--- src/rtl/reflet_ram8_word_master.sv ---
// reflet_ram8_word_master
// Bridges a wordSize-bit requester onto an 8-bit synchronous RAM port.
// Each request is split into byte accesses at consecutive addresses, and
// read bytes are reassembled into rsp_data. The RAM has a registered read
// with one cycle of latency.
//
// Optional build macro: REFLET_RAM8_MASTER_BIG_ENDIAN_EN
//   When it is defined, transfer byte i maps to word byte N-1-i for both
//   write data and read assembly. Byte-mode access always uses bits 7:0.
//   When it is undefined, byte order is little-endian.
//
// Handshake: req is sampled only in IDLE. busy is high from the cycle after
// the accept edge through the DONE cycle. rsp_done pulses for one cycle in
// DONE. A requester must keep req held until busy drops before it can
// present another request.
module reflet_ram8_word_master #(
  parameter int wordSize = 16,
  parameter int addrSize = 16
) (
  input  logic                clk,
  input  logic                reset,
  input  logic                req,
  input  logic [addrSize-1:0] req_addr,
  input  logic                req_write,
  input  logic                req_byte,
  input  logic [wordSize-1:0] req_data,
  output logic [wordSize-1:0] rsp_data,
  output logic                rsp_done,
  output logic                busy,
  output logic                ram_enable,
  output logic [addrSize-1:0] ram_addr,
  output logic [7:0]          ram_wdata,
  output logic                ram_write_en,
  input  logic [7:0]          ram_rdata
);

  localparam int NB = wordSize / 8;
  localparam int IW = (NB > 1) ? $clog2(NB) : 1;

  typedef enum logic [1:0] {
    S_IDLE = 2'd0,
    S_XFER = 2'd1,
    S_TAIL = 2'd2,
    S_DONE = 2'd3
  } state_t;

  state_t              state_q, state_d;
  logic [addrSize-1:0] addr_q, addr_d;
  logic                write_q, write_d;
  logic                byte_q, byte_d;
  logic [wordSize-1:0] data_q, data_d;
  logic [IW-1:0]       idx_q, idx_d;
  logic [wordSize-1:0] buf_q, buf_d;
  logic [wordSize-1:0] rsp_q, rsp_d;

  // Byte-lane helpers: last transfer index, lane for write/capture, and
  // the buffer with the byte arriving this cycle merged in.
  logic [IW-1:0]       last_idx;
  logic [IW-1:0]       cap_idx;
  logic [IW-1:0]       pos_w;
  logic [IW-1:0]       pos_r;
  logic [7:0]          wbyte;
  logic [wordSize-1:0] cap_buf;

  // State and latched-request registers; reset aborts any transfer at once.
  always_ff @(posedge clk or negedge reset) begin
    if (!reset) begin
      state_q <= S_IDLE;
      addr_q  <= '0;
      write_q <= 1'b0;
      byte_q  <= 1'b0;
      data_q  <= '0;
      idx_q   <= '0;
      buf_q   <= '0;
      rsp_q   <= '0;
    end else begin
      state_q <= state_d;
      addr_q  <= addr_d;
      write_q <= write_d;
      byte_q  <= byte_d;
      data_q  <= data_d;
      idx_q   <= idx_d;
      buf_q   <= buf_d;
      rsp_q   <= rsp_d;
    end
  end

  // Lane selection. The read byte that arrives now belongs to the previous
  // index in XFER, or to the held last index in TAIL.
  always_comb begin
    last_idx = byte_q ? '0 : IW'(NB - 1);
    cap_idx  = (state_q == S_TAIL) ? idx_q : (idx_q - IW'(1));
`ifdef REFLET_RAM8_MASTER_BIG_ENDIAN_EN
    pos_w    = last_idx - idx_q;
    pos_r    = last_idx - cap_idx;
`else
    pos_w    = idx_q;
    pos_r    = cap_idx;
`endif
    wbyte   = '0;
    cap_buf = buf_q;
    for (int b = 0; b < NB; b++) begin
      if (int'(pos_w) == b) wbyte = data_q[b*8 +: 8];
      if (int'(pos_r) == b) cap_buf[b*8 +: 8] = ram_rdata;
    end
  end

  // Next-state and output decode. Outputs depend only on registered state,
  // so every output is 0 while reset is held low.
  always_comb begin
    state_d      = state_q;
    addr_d       = addr_q;
    write_d      = write_q;
    byte_d       = byte_q;
    data_d       = data_q;
    idx_d        = idx_q;
    buf_d        = buf_q;
    rsp_d        = rsp_q;
    busy         = 1'b0;
    rsp_done     = 1'b0;
    ram_enable   = 1'b0;
    ram_addr     = '0;
    ram_wdata    = '0;
    ram_write_en = 1'b0;
    case (state_q)
      S_IDLE: begin
        if (req) begin
          addr_d  = req_addr;
          write_d = req_write;
          byte_d  = req_byte;
          data_d  = req_data;
          idx_d   = '0;
          buf_d   = '0;
          state_d = S_XFER;
        end
      end
      S_XFER: begin
        busy         = 1'b1;
        ram_enable   = 1'b1;
        ram_addr     = addr_q + addrSize'(idx_q);
        ram_write_en = write_q;
        ram_wdata    = write_q ? wbyte : 8'h00;
        if (!write_q && (idx_q != '0)) buf_d = cap_buf;
        if (idx_q == last_idx) begin
          state_d = write_q ? S_DONE : S_TAIL;
        end else begin
          idx_d = idx_q + IW'(1);
        end
      end
      S_TAIL: begin
        busy       = 1'b1;
        ram_enable = 1'b1;
        ram_addr   = addr_q + addrSize'(idx_q);
        buf_d      = cap_buf;
        rsp_d      = cap_buf;
        state_d    = S_DONE;
      end
      S_DONE: begin
        busy     = 1'b1;
        rsp_done = 1'b1;
        state_d  = S_IDLE;
      end
      default: state_d = S_IDLE;
    endcase
  end

  assign rsp_data = rsp_q;

endmodule

--- config.mk ---
export PLATFORM = sky130hd
export DESIGN_NAME = reflet_ram8_word_master
export DESIGN_NICKNAME = d
export VERILOG_FILES = /design/src/rtl/reflet_ram8_word_master.sv
export SDC_FILE = /design/constraint.sdc
export NUM_CORES = 1
export LEC_CHECK = 0
export CORE_ASPECT_RATIO = 1.2
export CORE_MARGIN = 2
export CORE_UTILIZATION = 39
export CTS_CLUSTER_SIZE = 10
export DETAILED_ROUTE_END_ITERATION = 8
export PLACE_DENSITY_LB_ADDON = 0.12
export SYNTH_ARGS = -nofsm -noshare
export SYNTH_HDL_FRONTEND = slang
export SYNTH_SLANG_ARGS = --single-unit
export TNS_END_PERCENT = 5
--- constraint.sdc ---
create_clock -name clk -period 3.85 [get_ports clk]
set_clock_uncertainty 0.15 [all_clocks]
set_input_delay 0.385 -clock clk [delete_from_list [all_inputs] [get_ports clk]]
set_output_delay 0.385 -clock clk [all_outputs]
set_load 0.03 [all_outputs]
Word-level counts from Yosys, hierarchy flattened
Index checks and enable logic that the tools add are counted.
{"block": "op_classes", "n_eq_ne": 8, "mux": 22, "n_reduce_logical": 11, "add_sub_neg": 3}
{"operator": "16-bit 2-to-1 mux", "count": 3}
{"operator": "16-bit one-hot mux with 3 select lines", "count": 1}
{"operator": "8-bit 2-to-1 mux", "count": 5}
{"operator": "16-bit by 1-bit adder with 16-bit output", "count": 1}
{"operator": "1-bit 2-to-1 mux", "count": 9}
{"operator": "2-bit inequality test, second input constant", "count": 4}
{"operator": "2-bit one-hot mux with 4 select lines", "count": 1}
{"operator": "3-bit AND reduction", "count": 2}
{"operator": "2-bit equality test, second input constant", "count": 2}
{"operator": "2-bit 2-to-1 mux", "count": 2}
{"operator": "2-bit AND reduction", "count": 2}
{"operator": "3-bit nonzero test", "count": 1}
{"operator": "3-bit OR reduction", "count": 1}
{"operator": "2-bit by 1-bit equality test with 1-bit output, second input constant", "count": 1}
{"operator": "2-bit zero test", "count": 1}
{"operator": "1-bit one-hot mux with 2 select lines", "count": 1}
{"operator": "2-bit nonzero test", "count": 1}
{"operator": "2-bit OR reduction", "count": 1}
{"operator": "1-bit adder, second input constant", "count": 1}
{"operator": "1-bit equality test", "count": 1}
{"operator": "1-bit logical AND", "count": 1}
{"operator": "1-bit zero test", "count": 1}
{"operator": "1-bit subtractor, second input constant", "count": 1}
{"block": "totals", "word_cells": 52, "regBits": 69}

Logic depth before layout (Yosys ltp)
Gate-level depths: netlist of the first run.
{"block": "logic_depth", "ltp_word": 5, "depth_mapped": 7, "mapped_depth_nobuf": 6}

Worst setup path after synthesis of the first run
Ideal clock, no wire load.
{"block": "synth_path", "kind": "reg-to-output", "start": "register state_q[0]", "end": "output ram_addr[10]", "stages_incl_launch_ff": 6, "n_path_buf": 1, "slack_ns": 1.497, "t_arrival_ns": 1.818, "t_required_ns": 3.315, "path_cell_list": "dfrtp_1 -> inv_1 -> ha_1 -> inv_2 -> buf_1 -> nor2_1"}
{"block": "synth_between", "elab_chain_len": 3, "word_cells_on_any_way": 4, "classes_between": "eq/ne: 2; mux: 1; reduce/logical: 1"}
{"item": "start: declaration", "line": "47", "text": "state_t state_q, state_d;"}
{"item": "start signal: assignment", "line": "77", "text": "state_q <= state_d;"}
{"item": "2-bit equality test / 2-bit by 1-bit equality test with 1-bit output (equally long branches)", "line": "125", "text": "case (state_q)"}
{"item": "2-bit OR reduction (no line) (*)"}
{"item": "16-bit 2-to-1 mux (*)"}
{"item": "end: declaration", "line": "31", "text": "output logic [addrSize-1:0] ram_addr,"}
Every way passes the cells marked *; elsewhere a longest branch is shown, timed or not.

Worst setup path in the final report of the first run
{"block": "layout_path", "start": "register state_q[1]", "end": "output ram_wdata[6]"}
{"block": "layout_between", "elab_chain_len": 2}
{"item": "2-bit by 1-bit equality test with 1-bit output", "line": "125"}
{"item": "8-bit 2-to-1 mux", "line": "125"}
{"item": "end: declaration", "line": "32", "text": "output logic [7:0] ram_wdata,"}
Every way passes these cells.

==> impl_results.md, run 1 <==
* Area Growth Syn to Fin at 37.0%
* Starting Density at 0.396
* Crit Path Max Fanout at 11
* Reg2Reg Setup Slack at 1.50 ns
* Clock network power share at 0.165
* TNS Setup at 0 ns
* R2r startpoint: state_q[0]$_DFFE_PN0P_
* Via density at 4.86
* Worst R2R End: buf_q[1]$_DFFE_PN0P_
* Total area of sequential cells at 1730 µm²
* Final worst path period share at 0.782
* Worst EP arrival at approximately 2.5 ns
* Startpoint Class: register
* Reg2Reg Depth at 5
* Worst vdd rail ir drop at ~0.44 mV
* Clock latency on the worst-skew pair at 0.35 ns
* Power Density at 973 nW/µm²
* Tmin final at 3.01 ns
* Drt wl/cell at 14.4 µm
* H-tree lvl count at 3
* Number of port buffers at 88
* NumNets Final at between 400 and 500
* Syn nets at 347
* Crit end category: output port
* Post-Synthesis Cells at 295
* CTS clk-pin slew, worst paths at 0.08 ns
* Outcome: finished clean
* Static leakage at between 1.5 and 2 nW
* FMAX at 332 MHz
* Hold crit path type: reg2reg
* TritonCTS clock tree: done
* Worst slew pin tran at 0.807 ns
* Clock Tree Buf Depth at 2
* # fillers at 814
* Via count at 2464
* Synth cell types at 39
* GR Util All Layers at 0.162
* Avg Inst Size Synth at 11.4 µm²
* Net Switching at 0.00188 W
* Initial antenna violation count at 0
* Gate power share at 0.540
* CTS root buf: clkbuf_8
* Die ar. at 9420 µm²
* Number of CTS-inserted buffers at 9
* CTS Hold Bufs at 1
* ANT nets after route at 0
* Starting DRT DRC Count at 86
* Hold Violations, Final at 0
* DRC errors left at 0
* # clock sinks at 69
* Number of detailed-routing iterations run before antenna repair at 4
* ANT cells at 0
* Core Footprint at 8520 µm²
* Ports at 89
* Pint at 0.00262 W
* Ys Warns at 0
* Detailed placement HPWL at 5.24 mm
* Share of cells above drive strength 1 at 0.162
* Crit path from: state_q[1]$_DFFE_PN0P_
* Largest net degree at the start of global routing at 46
* Max-slew violations at 0
* Sw Share at 0.418
* Post-CTS Repair Setup Buffers at 0
* Total power at between 0.004 and 0.005 W
* Post-CTS Resized at 0
* Max-cap violations at 0
* Vias in the first global route at around 2400
* Final setup fails at 0
* CP required at 3.31 ns
* Placement Rows at 37
* DRT Wirelength at between 7 and 8 mm
* Reg power frac at 0.295
* Die X-Extent at 88.9 µm
* Unrepaired setup endpoints after global routing: false
* Area of the multi-input gates at 1540 µm²
* Register area share after synthesis at 0.511
* Cell area after synthesis at 3380 µm²
* Die height at 106 µm
* First-pass GRT wire length at 11.7 mm
* Global route overflow at 0
* Relative slew slack at 0.456
* CP endpoint: ram_wdata[6]
* GPL Wtd Cong at 0.831
* Worst Setup Path Type: reg2out
* Seq cells post-synth at 69
worst min-delay path by stage:
stage / start / to / slack, ns / cells past startpoint
after detailed placement: reset / data_q[5]$_DFFE_PN0P_ / 0.25 / 1
after CTS: buf_q[13]$_DFFE_PN0P_ / buf_q[13]$_DFFE_PN0P_ / 0.36 / 1
after global routing: data_q[1]$_DFFE_PN0P_ / data_q[1]$_DFFE_PN0P_ / 0.37 / 1
final: buf_q[14]$_DFFE_PN0P_ / buf_q[14]$_DFFE_PN0P_ / 0.35 / 1
after floorplan: reset / addr_q[0]$_DFFE_PN0P_ / -0.06 / 0
after global placement: reset / data_q[5]$_DFFE_PN0P_ / 0.25 / 1
state kept, by name (all words and copies together), names as in the netlist:
signal	flops
addr_q	16
buf_q	16
byte_q	1
data_q	16
idx_q	1
rsp_data	16
state_q	2
write_q	1
cells in the final DEF, fill, tap and decap left out, types with 2 or more instances in the layout:
master	Yosys	routed
a21oi_1	21	21
a22o_1	16	16
buf_4	1	4
bufinv_16	0	3
clkbuf_8	0	11
clkdlybuf4s50_1	0	87
dfrtp_1	69	68
ha_1	7	7
inv_1	8	8
mux2_2	34	34
mux2i_1	24	24
nand2_1	8	8
nand3_1	5	5
nand4_1	3	3
nand4_2	2	2
nor2_1	38	38
nor3_1	3	3
nor4_1	4	4
o211ai_1	2	2
o21ai_0	5	5
or3_1	4	4
xnor2_1	11	11
xor2_1	3	3
power by group through the flow:
stage | logic [W] | registers, W | clock network [W]
6_report | 0.00243 | 0.00133 | 0.000744
5_1_grt | 0.00263 | 0.00137 | 0.000793
4_1_cts | 0.00247 | 0.00133 | 0.000762
3_5_place_dp | 0.00247 | 0.00133 | 0
3_3_place_gp | 0.00244 | 0.00133 | 0
2_1_floorplan | 0.00151 | 0.00146 | 0
critical path: stages, from the launching register on:
cell and delay [ns]:
dfrtp_1 0.42, inv_1 0.13, ha_1 0.36, nand2_1 0.33, nor2_1 0.20, clkdlybuf4s50_1 0.70
cells in the mapped netlist (all sizes together):
master  number  share of area
nor4         4         0.0074
clkbuf       4         0.0048
nor3         3         0.0044
mux2i       24          0.071
xnor2       11          0.029
o22a         1         0.0026
nand2        9          0.011
or4          1         0.0033
dfrtp       69           0.51
nor3b        1         0.0022
or3          4         0.0074
nand4        5          0.013
o21ai        5         0.0074
and2         1         0.0019
xor2         3         0.0078
nor2b        1         0.0019
nand3        5         0.0074
or2b         1         0.0022
a21oi       22          0.036
inv          9          0.010
nor2        38          0.042
mux2        34           0.11
a32o         1         0.0030
ha           7          0.026
o41ai        1         0.0048
a31oi        1         0.0019
o211ai       2         0.0044
nand2b       1         0.0019
buf         10          0.017
a22o        16          0.041
nor4bb       1         0.0030
through the flow:
step | std cells | setup slack [ns] | utilization | cell area (µm²) | hold WS, ns
after detailed placement | 490 | 1.20 | 0.512 | 4360 | 0.254
after CTS | 507 | 0.817 | 0.543 | 4630 | 0.356
final | 507 | 0.840 | 0.543 | 4630 | 0.350
after global placement | 490 | 1.27 | 0.512 | 4360 | 0.254
after global routing | 507 | 0.613 | 0.543 | 4630 | 0.366
after floorplan | 295 | 1.50 | - | 3380 | -0.0606
layer usage:
| metal | wire [µm] | GRT usage |
|---|---|---|
| met4 | 115 | 0.0608 |
| met5 | 0 | 0 |
| met2 | 3520 | 0.255 |
| met1 | 3290 | 0.215 |
| met3 | 350 | 0.0396 |
cell families (layout without fill, tap and decap cells):
logic type,count (synthesis),after routing,share of synthesized area
and+or+nand+nor,75,75,0.109
DFF,69,69,0.511
muxes,58,58,0.185
AOI/OAI and AO/OA,49,49,0.102
buffers and inverters,23,118,0.0315
xor gates and xnor gates,14,14,0.0363
adders and majority gates,7,7,0.0259
area by class of cell:
class                   instances  area share
inverters                       9     0.00730
well taps                     117      0.0316
clock buffers                  11      0.0327
multi-input cells             203       0.334
flip-flops and latches         69       0.374
clock inverters                 5      0.0230
repair buffers                 93       0.198
No activity file was read; power rests on OpenSTA's default activity.
==> inputs of run 2 (changes only) <==
==> constraint.sdc (replaced) <==
create_clock -name clk -period 2.5 [get_ports clk]
set_clock_uncertainty 0.15 [all_clocks]
set_input_delay 0.25 -clock clk [delete_from_list [all_inputs] [get_ports clk]]
set_output_delay 0.25 -clock clk [all_outputs]
set_load 0.03 [all_outputs]
==> run 2 against run 1 <==
Effect of this change: cell count increased by 0.99%; hold slack worse by 0.032 ns; largest cell class unchanged; critical endpoint is now ram_addr[15]; first-iteration DRC count down 20%; worst setup slack got worse by 0.68 ns; non-clock buffer count up 5; clock power increased by 55%.
==> impl_results.md, run 2 (same netlist as run 1, synthesis figures left out) <==
* Startpoint Class: register
* Worst Setup Path Type: reg2out
* Area Growth Syn to Fin at 37.6%
* Die ar. at 9420 µm² (unchanged)
* Placement Rows at 37 (unchanged)
* First-pass GRT wire length at 12.2 mm (+4.8%)
* # clock sinks at 69 (unchanged)
* Tmin final at 2.34 ns
* Commonest non-fill, non-tap cell in the layout: dfrtp_1
* Final setup fails at 0 (unchanged)
* H-tree lvl count at 3 (unchanged)
* Die height at 106 µm (unchanged)
* Number of port buffers at 88 (unchanged)
* Number of CTS-inserted buffers at 9 (unchanged)
* Drt wl/cell at 14.6 µm (+1.4%)
* DP Worst Slack at 0.213 ns (-0.986 ns)
* Final core occ at 0.546 (+0.00264)
* DRT Wirelength at 7.46 mm (+2.4%)
* Ports at 89 (unchanged)
* Clock Tree Buf Depth at 2 (unchanged)
* Share of cells above drive strength 1 at 0.215 (+0.0537)
* Via density at 5.00 (+2.8%)
* CTS root buf: clkbuf_8
* Starting Density at 0.396 (unchanged)
* Total power at 0.00690 W (+53%)
* Core Footprint at 8520 µm² (unchanged)
* CP endpoint: ram_addr[15]
* ANT cells at 0 (unchanged)
* Hold crit path type: in2async
* # fillers at 814 (unchanged)
* Reg2Reg Setup Slack at 0.28 ns (-1.22 ns)
* DRC errors left at 0 (unchanged)
* Worst vdd rail ir drop at 0.681 mV (+55%)
* NumNets Final at 442 (+1.1%)
* CP required at 2.10 ns (-1.21 ns)
* Reg2Reg Depth at 5 (unchanged)
* Largest net degree at the start of global routing at 35 (-24%)
* Unrepaired setup endpoints after global routing: false
* Outcome: finished clean
* Vias in the first global route at 2570 (+7.3%)
* GPL Wtd Cong at 0.762 (-8.4%)
* FMAX at 427 MHz
* Worst hold slack at 0.318 ns (-0.0322 ns)
* Power Density at 1480 nW/µm² (+53%)
* Final worst path period share at 0.937
* Crit Path Max Fanout at 6 (-5)
* Worst slew pin tran at 0.823 ns (+0.0166 ns)
* Initial antenna violation count at 0 (unchanged)
* TNS Setup at 0 ns (unchanged)
* Worst EP arrival at 1.94 ns (-0.54 ns)
* Max-cap violations at 0 (unchanged)
* Detailed placement HPWL at 5.24 mm (about the same)
* CTS clk-pin slew, worst paths at 0.07 ns (about the same)
* Global route overflow at 0 (unchanged)
* Die X-Extent at 88.9 µm (unchanged)
* Via count at 2558 (+3.8%)
* Clock latency on the worst-skew pair at 0.34 ns (about the same)
* Static leakage at 2.08 nW (+7.4%)
* Starting DRT DRC Count at 69 (-20%)
* Worst R2R End: buf_q[0]$_DFFE_PN0P_
* Most frequent cells in the layout: dfrtp_1 (68), clkdlybuf4s50_1 (61), nor2_1 (38)
* TritonCTS clock tree: done
* GR Util All Layers at 0.168 (+0.00580)
* R2r startpoint: state_q[0]$_DFFE_PN0P_
* Final WS setup at 0.156 ns (-0.683 ns)
* Crit path from: addr_q[0]$_DFFE_PN0P_
* Relative slew slack at 0.445 (-0.0112)
* Max-slew violations at 0 (unchanged)
* ANT nets after route at 0 (unchanged)
* Crit end category: output port
* Number of detailed-routing iterations run before antenna repair at 4 (unchanged)
* Hold Violations, Final at 0 (unchanged)
-- run 2: changes by cell type in the layout (fill, tap and decap cells not counted), sizes merged --
cell           previous run  this run
dlymetal6s2s              0         4
dlygate4sd2               0         7
buf                       5        25
clkdlybuf4s50            87        61
-- run 2: layout make-up --
type | count | area, µm² | share of cell area
flip-flops and latches | 69 | 1730 | 0.372
multi-input cells | 203 | 1550 | 0.334
repair buffers | 98 | 930 | 0.200
clock buffers | 11 | 151 | 0.0326
well taps | 117 | 146 | 0.0315
clock inverters | 5 | 106 | 0.0229
inverters | 9 | 33.8 | 0.00727
-- run 2: critical path, cell delays in order (launching register included) --
cell	delay, ns
dfrtp_1	0.38
ha_1	0.22
nand4_1	0.27
nor4_1	0.36
xnor2_1	0.15
nor2_1	0.05
buf_4	0.17
-- run 2: worst min path at each step --
stage                      start                      end  slack, ns  depth (start not counted)
CTS                        reset   addr_q[15]$_DFFE_PN0P_       0.35                          2
global route        req_addr[12]   addr_q[12]$_DFFE_PN0P_       0.36                          2
global placement           reset    data_q[4]$_DFFE_PN0P_       0.16                          1
finish                     reset  rsp_data[7]$_DFFE_PN0P_       0.32                          2
floorplan                  reset    addr_q[0]$_DFFE_PN0P_      -0.20                          0
detailed placement         reset  rsp_data[7]$_DFFE_PN0P_       0.17                          1
-- run 2: stage by stage --
stage,instance area (µm²),cells
6_report,4650,512
5_1_grt,4650,512
4_1_cts,4630,512
3_5_place_dp,4370,495
3_3_place_gp,4370,495
2_1_floorplan,3380,295
-- run 2: power breakdown --
part	leakage, nW	internal [W]	switching [W]
Combinational	1.11	0.00160	0.00211
Clock	0.126	0.000719	0.000426
Sequential	0.836	0.00166	0.000392
-- run 2: what timing repair did --
action / CTS / global route
resized for setup: 8 / 5
setup buffers: 0 / 0
hold buffers: 1 / 0
endpoints found under the hold margin: 26 / 0
setup endpoints to repair: 10 / 5
-- run 2: per-layer routing --
layer  track usage  wire length [µm]  share of wire
met1         0.215              3190           0.43
met2         0.281              3800           0.51
met3        0.0272               312          0.042
met4        0.0650               154          0.021
met5             0                 0              0
